**config.mk**
```make
export PLATFORM = sky130hd
export DESIGN_NAME = stmt_loop_sequencer
export DESIGN_NICKNAME = d
export VERILOG_FILES = /design/src/rtl/stmt_loop_sequencer.sv
export SDC_FILE = /design/constraint.sdc
export NUM_CORES = 1
export LEC_CHECK = 0
export CAP_MARGIN = 25
export CORE_MARGIN = 3
export CORE_UTILIZATION = 29
export DETAILED_ROUTE_END_ITERATION = 6
export SYNTH_ARGS = -nofsm -noshare
export SYNTH_HDL_FRONTEND = slang
export SYNTH_SLANG_ARGS = --single-unit
```
**constraint.sdc**
```tcl
create_clock -name clk -period 2 [get_ports clk]
set_input_delay 0.6 -clock clk [delete_from_list [all_inputs] [get_ports clk]]
set_output_delay 0.6 -clock clk [all_outputs]
set_load 0.005 [all_outputs]
```
**src/rtl/stmt_loop_sequencer.sv**
```systemverilog
// rtl/stmt_loop_sequencer.sv - while/do-while/bounded loop sequencer with accumulator
// Accepts one loop request in IDLE, iterates in RUN, and holds its result in DONE until consumed.
module stmt_loop_sequencer #(
   parameter  int DATA_W   = 8,
   parameter  int MAX_ITER = 16,
   localparam int CNT_W    = $clog2(MAX_ITER + 1)
) (
   input  logic              clk,
   input  logic              rst_n,
   input  logic              start_valid,
   output logic              start_ready,
   input  logic [1:0]        mode,
   input  logic [DATA_W-1:0] init_data,
   input  logic [DATA_W-1:0] step,
   input  logic [DATA_W-1:0] limit,
   input  logic              abort,
   output logic              done_valid,
   input  logic              done_ready,
   output logic [DATA_W-1:0] result,
   output logic [CNT_W-1:0]  iter_count,
   output logic              timeout,
   output logic              aborted
);

   typedef enum logic [1:0] {
      IDLE = 2'd0,
      RUN  = 2'd1,
      DONE = 2'd2
   } state_t;

   localparam logic [CNT_W-1:0] ITER_MAX = CNT_W'(MAX_ITER);

   state_t            r_state;
   state_t            w_state_nxt;
   logic [1:0]        r_mode;
   logic [DATA_W-1:0] r_step;
   logic [DATA_W-1:0] r_limit;
   logic [DATA_W-1:0] r_acc;
   logic [CNT_W-1:0]  r_iter;
   logic              r_first;
   logic              r_timeout;
   logic              r_aborted;

   logic w_accept;
   logic w_body;
   logic w_set_abort;
   logic w_set_timeout;
   logic w_eval;
   logic w_cond;

   // Do-while skips the test on its first pass; forever-bounded never tests; mode 3 acts as while.
   assign w_eval = (r_mode == 2'd2) ? 1'b0 :
                   (r_mode == 2'd1) ? ~r_first : 1'b1;
   assign w_cond = (r_acc < r_limit);

   always_ff @(posedge clk or negedge rst_n) begin
      if (!rst_n) begin
         r_state <= IDLE;
      end else begin
         r_state <= w_state_nxt;
      end
   end

   always_comb begin
      w_state_nxt   = r_state;
      w_accept      = 1'b0;
      w_body        = 1'b0;
      w_set_abort   = 1'b0;
      w_set_timeout = 1'b0;
      case (r_state)
         IDLE: begin
            if (start_valid) begin
               w_accept    = 1'b1;
               w_state_nxt = RUN;
            end
         end
         RUN: begin
            if (abort) begin
               w_set_abort = 1'b1;
               w_state_nxt = DONE;
            end else if (w_eval && !w_cond) begin
               w_state_nxt = DONE;
            end else if (r_iter == ITER_MAX) begin
               w_set_timeout = 1'b1;
               w_state_nxt   = DONE;
            end else begin
               w_body = 1'b1;
            end
         end
         DONE: begin
            if (done_ready) begin
               w_state_nxt = IDLE;
            end
         end
         default: w_state_nxt = IDLE;
      endcase
   end

   always_ff @(posedge clk or negedge rst_n) begin
      if (!rst_n) begin
         r_mode    <= 2'd0;
         r_step    <= '0;
         r_limit   <= '0;
         r_acc     <= '0;
         r_iter    <= '0;
         r_first   <= 1'b0;
         r_timeout <= 1'b0;
         r_aborted <= 1'b0;
      end else begin
         if (w_accept) begin
            r_mode    <= mode;
            r_step    <= step;
            r_limit   <= limit;
            r_acc     <= init_data;
            r_iter    <= '0;
            r_first   <= 1'b1;
            r_timeout <= 1'b0;
            r_aborted <= 1'b0;
         end
         if (w_body) begin
            r_acc   <= r_acc + r_step;
            r_iter  <= r_iter + 1'b1;
            r_first <= 1'b0;
         end
         if (w_set_abort) begin
            r_aborted <= 1'b1;
         end
         if (w_set_timeout) begin
            r_timeout <= 1'b1;
         end
      end
   end

   assign start_ready = (r_state == IDLE);
   assign done_valid  = (r_state == DONE);
   assign result      = r_acc;
   assign iter_count  = r_iter;
   assign timeout     = r_timeout;
   assign aborted     = r_aborted;

endmodule

```
* After elaboration in Yosys (flattened, before gate mapping)
Cells that the tools add are included.
** Word-level totals
- Word-level logic and storage cells :: 57
- Register bits :: 36
- Input port bits :: 31
** Operators by class
- Add/subtract/negate cells :: 2
- Eq/ne operators :: 8
- Order comparisons :: 1
- Muxes and demuxes :: 29
- Bitwise gates (word level) :: 1
- Reduce and logical (&&, ||, !) cells :: 7
** Operator list (count)
- 1-bit 2-to-1 mux :: 19
- 8-bit 2-to-1 mux :: 2
- 2-bit 2-to-1 mux :: 5
- 5-bit 2-to-1 mux :: 2
- 8-bit adder :: 1
- 8-bit < comparator :: 1
- 2-bit case mux with 3 select lines :: 1
- 2-bit nonzero test :: 3
- 5-bit by 1-bit adder with 5-bit output, second input constant :: 1
- 5-bit equality test, second input constant :: 1
- 2-bit by 1-bit equality test with 1-bit output, second input constant :: 2
- 2-bit equality test, second input constant :: 2
- 4-bit inequality test, second input constant :: 1
- 3-bit AND reduction :: 1
- 2-bit logical NOT :: 1
- 2-bit by 1-bit inequality test with 1-bit output, second input constant :: 1
- 2-bit inequality test, second input constant :: 1
- 1-bit logical AND :: 1
- 1-bit logical NOT :: 1
- 1-bit NOT :: 1

* Logic depth before layout (Yosys ltp)
- Word-level depth :: 8
- Mapped depth :: 9

* Worst setup path after synthesis
Ideal clock, no wire load.
- Path kind :: register -> register
- Start point :: reg r_acc[1] (netlist: result[1])
- End point :: reg r_acc[7] (netlist: result[7])
- Cell stages (with the launch flop) :: 8
- Path slack :: 0.071 ns
- Buffers on the path :: 0
- Arrival :: 1.810 ns
- Clock period less this slack :: 1.929 ns
- Library setup time :: 0.119 ns
- Cell sequence :: dfrtp_1 > ha_1 > a21oi_1 > o221ai_1 > o41ai_1 > xor2_1 > o32a_1 > o21a_1
** Between the ends
- Word-level cells in the longest chain between the ends :: 7
** Ends and longest elaborated chain
- start: declaration :: line 38 : logic [DATA_W-1:0] r_acc;
- start signal: assignment :: line 114 : r_acc <= init_data;
- start signal: assignment :: line 121 : r_acc <= r_acc + r_step;
- 8-bit < comparator :: line 54 : assign w_cond = (r_acc < r_limit);
- 1-bit logical NOT :: line 81 : end else if (w_eval && !w_cond) begin
- 1-bit logical AND :: line 81
- 1-bit 2-to-1 mux :: line 81
- 1-bit 2-to-1 mux :: line 78 : if (abort) begin
- 1-bit 2-to-1 mux :: line 70 : case (r_state)
- 8-bit 2-to-1 mux or 2-bit nonzero test (tied branches)
Several ways; a longest one is shown, not always the timed one.
A chain may end at the register's enable or synchronous reset.

* Worst setup path after layout
- Start point :: in abort
- End point :: reg r_acc[7] (netlist: result[7])
** Between the ends
- Word-level cells in the longest chain between the ends :: 3
** Ends and longest elaborated chain
- start: declaration :: line 16 : input logic abort,
- 1-bit 2-to-1 mux (*) :: line 78
- 1-bit 2-to-1 mux (*) :: line 70
- 8-bit 2-to-1 mux or 2-bit nonzero test (tied branches)
Mark *: on every way between the ends. The rest lies on a longest branch, timed or not.

==> key figures <==
Floorplanning
  • Die area: 7980 um2
  • Core area: approximately 6500 um2
  • Die X: around 89 um
  • Die Ht: around 89 um
  • # IOs: 48
  • Initial core utilization: 0.308
  • FP Rows: 29

Logic synthesis
  • Mean post-synth cell area: around 9 um2
  • Synth cell types: between 40 and 50
  • Synth Warn #: 0
  • EDFF count, synth: 0
  • Async SR Flop Fraction: 1.00
  • Synth top area cells: dfrtp_1, ha_1, nand2_1
  • Synthesis-stage register bit count: 36
  • Most used flip-flop cell after synthesis: dfrtp_1
  • Post-Syn Nets: between 200 and 300
  • Post-synthesis cell area: around 2000 um2
  • Mapped Cells: 220
  • Post-synthesis sequential area ratio: 0.447
  • Yosys top cell by area: dfrtp_1
  • Area share of the largest cell type after synthesis: 0.447

STA
  • Final Hold Violating Endpoints: 0
  • Max Clock Skew: 0.0136 ns
  • Setup Total Neg Slack: 0 ns
  • # setup viols final: 0
  • Least-Margin Pin Slew: between 0.4 and 0.5 ns
  • Fmax: about 0.5 GHz
  • Final critical-path share of the clock period: 0.987
  • Slew HR: 0.691
  • Pins Over Slew Limit: 0
  • Unrepaired setup endpoints after global routing: true
  • Min Tclk post-route: 1.97 ns

Pwr
  • Static Leakage: roughly 1.4 nW
  • Peak supply drop: ~0.00042 V
  • Power per standard cell area: roughly 1600 nW/um2

Setup path
  • Startpoint types: input port
  • Crit path buf inv count: 1
  • Crit path max fanout: 4
  • Crit-path cells: clkdlybuf4s50_1 -> or3_4 -> a31oi_4 -> nand3_4 -> o32a_1 -> o21a_1
  • Crit-path max cell delay: 0.43 ns
  • CP Data Required Time: 2.19 ns
  • Worst R2R End: result[1]$_DFFE_PN0P_
  • CP arrival: 2.16 ns
  • Crit Path Class: in2reg
  • Critical path endpoint category: flip-flop
  • Worst path top cell family by delay: compound AO/OA/AOI/OAI gates
  • Reg2reg path depth: 8
  • Register-to-register setup slack: ~0.04 ns
  • Worst r2r src: result[4]$_DFFE_PN0P_
  • Slowest CP cell: clkdlybuf4s50_1

Detailed routing
  • Final WL: ~5.0 mm
  • Post-DRT Antenna Nets: 0
  • Vias per cell: 4.70
  • Iteration-0 DRC Markers: 70
  • Vias post-DR: between 1,500 and 2,000
  • DRC Markers: 0
  • TritonRoute pass-1 iters: 5
  • Routed wire per std cell: 13.5 um

Final layout
  • Filler instances: around 620
  • Post-layout util: 0.476
  • NumNets Final: approximately 340
  • Area Overhead vs Synth: 54.5%
  • ANT cells: 0
  • Footprint of the multi-input gates: roughly 1200 um2
  • Register Area: 907 um2
  • Layout cells sized above 1: 0.243

Global routing
  • Grt met1 use: 0.173
  • First-pass GRT wire length: between 7 and 8 mm
  • Met2 Track Usage GR: 0.204
  • GR Util All Layers: 0.130
  • Largest net degree at the start of global routing: 37
  • Grt met3 use: 0.0323
  • Vias in the first global route: about 1,700
  • Most Crowded Layer GR: met2
  • GRT overflow: 0
  • Antenna violations before repair: 0

CTS
  • CTS Buf Count: 5
  • CTS tree: done
  • Clk sinks: 36
  • # H-tree levels: 2
  • Worst-skew pair later-pin latency: ~0.3 ns
  • Max Root-Sink Buffers: 2
  • Clk pin slew, worst setup/hold paths: 0.08 ns
  • CTS root buffer: clkbuf_8

Placement
  • Routability-driven placement congestion ratio: between 0.7 and 0.8
  • Port bufs: 47
  • DP HPWL: about 3.5 mm

Run
  • Max cap viols: 0

Min path
  • Hold depth: 2
  • Hold Path Origin: r_step[6]$_DFFE_PN0P_
  • Min-delay worst type: reg2reg
  • Hold endpoint: r_step[6]$_DFFE_PN0P_

Run status
  • Outcome: finished, final reports clean
==> cell families (layout without fill, tap and decap cells) <==
| group | after synthesis | count (layout) | share of synthesized area |
|---|---|---|---|
| compound gates | 44 | 44 | 0.148 |
| xor+xnor | 4 | 4 | 0.0174 |
| fa+ha+maj | 17 | 17 | 0.109 |
| buf+inv | 31 | 103 | 0.0621 |
| flops | 36 | 36 | 0.447 |
| mux | 7 | 7 | 0.0373 |
| simple gates | 81 | 81 | 0.179 |
==> synth_stat cells (2+ instances only) <==
cell and instances:
mux2_2 4, nand2_1 52, o21ai_0 17, ha_1 16
nand2b_1 2, dfrtp_1 36, o221ai_1 2, mux2i_1 3
xor2_1 3, nand3_1 10, inv_1 23, o31ai_1 3
nor2_1 8, a21oi_1 7, clkbuf_1 4, o21a_1 4
==> final cells by class <==
type                    count  share of cell area
repair buffers             71               0.221
clock inverters             3              0.0290
well taps                  77              0.0310
multi-input cells         153               0.376
clock buffers               5              0.0221
inverters                  24              0.0290
flip-flops and latches     36               0.292
==> per-stage QoR <==
step	setup WS, ns	instance area [um2]	hold WS [ns]	total power [mW]	cells
final	0.0267	3110	0.484	5.03	369
after CTS	-0.0298	2870	0.490	4.56	363
after global routing	-0.0769	3110	0.527	5.50	369
after detailed placement	-0.270	2690	0.473	3.57	354
after floorplan	0.0711	2010	0.304	2.61	220
after global placement	-0.222	2690	0.463	3.51	354
==> flip-flops by register name, indices dropped and copies added (netlist names) <==
register	count
aborted	1
iter_count	5
r_first	1
r_limit	8
r_mode	2
r_state	2
r_step	8
result	8
timeout	1
==> repair_timing <==
| action | 4_1_cts | 5_1_grt |
|---|---|---|
| resized for setup | 6 | 37 |
| cloned | 0 | 0 |
| setup endpoints to repair | 8 | 13 |
| buffers inserted | 1 | 6 |
| pin swaps | 1 | 13 |
| hold buffers | 0 | 0 |
==> how the worst max path moves through the flow <==
stage,to,startpoint,cells past startpoint
after global placement,result[7]$_DFFE_PN0P_,abort,6
after detailed placement,result[6]$_DFFE_PN0P_,abort,6
after CTS,result[7]$_DFFE_PN0P_,result[1]$_DFFE_PN0P_,7
after global routing,iter_count[4]$_DFFE_PN0P_,result[4]$_DFFE_PN0P_,8
final,result[7]$_DFFE_PN0P_,abort,6
after floorplan,result[7]$_DFFE_PN0P_,result[1]$_DFFE_PN0P_,7
==> power breakdown <==
group          internal, mW  leakage, nW  switching (mW)
clock network         0.624       0.0784           0.272
logic                  1.52        0.896            1.30
registers              1.05        0.444           0.270
total                  3.19         1.42            1.84
==> tightest hold or removal path: cells and delay by family (launching register included) <==
family	cells	cell delay (ns)
DFF	1	0.35
and+or+nand+nor	2	0.10
==> layer usage <==
metal | up-vias | routed length (um)
li1 | 891 | -
met1 | 799 | 2360
met2 | 37 | 2310
met3 | 7 | 222
met4 | 0 | 83
met5 | - | 0
==> cells in the final DEF (no fill, tap or decap), types with 5 or more instances in the layout <==
| cell type | synthesis | layout |
|---|---|---|
| ha_4 | 0 | 7 |
| buf_4 | 0 | 21 |
| a21oi_1 | 7 | 5 |
| nand3_1 | 10 | 9 |
| clkbuf_8 | 0 | 5 |
| dfrtp_2 | 0 | 5 |
| ha_1 | 16 | 7 |
| o21ai_0 | 17 | 12 |
| nand2_1 | 52 | 52 |
| clkdlybuf4s50_1 | 0 | 43 |
| dfrtp_1 | 36 | 31 |
| inv_1 | 23 | 22 |
| nor2_1 | 8 | 7 |
No activity file was read; power rests on OpenSTA's default activity.
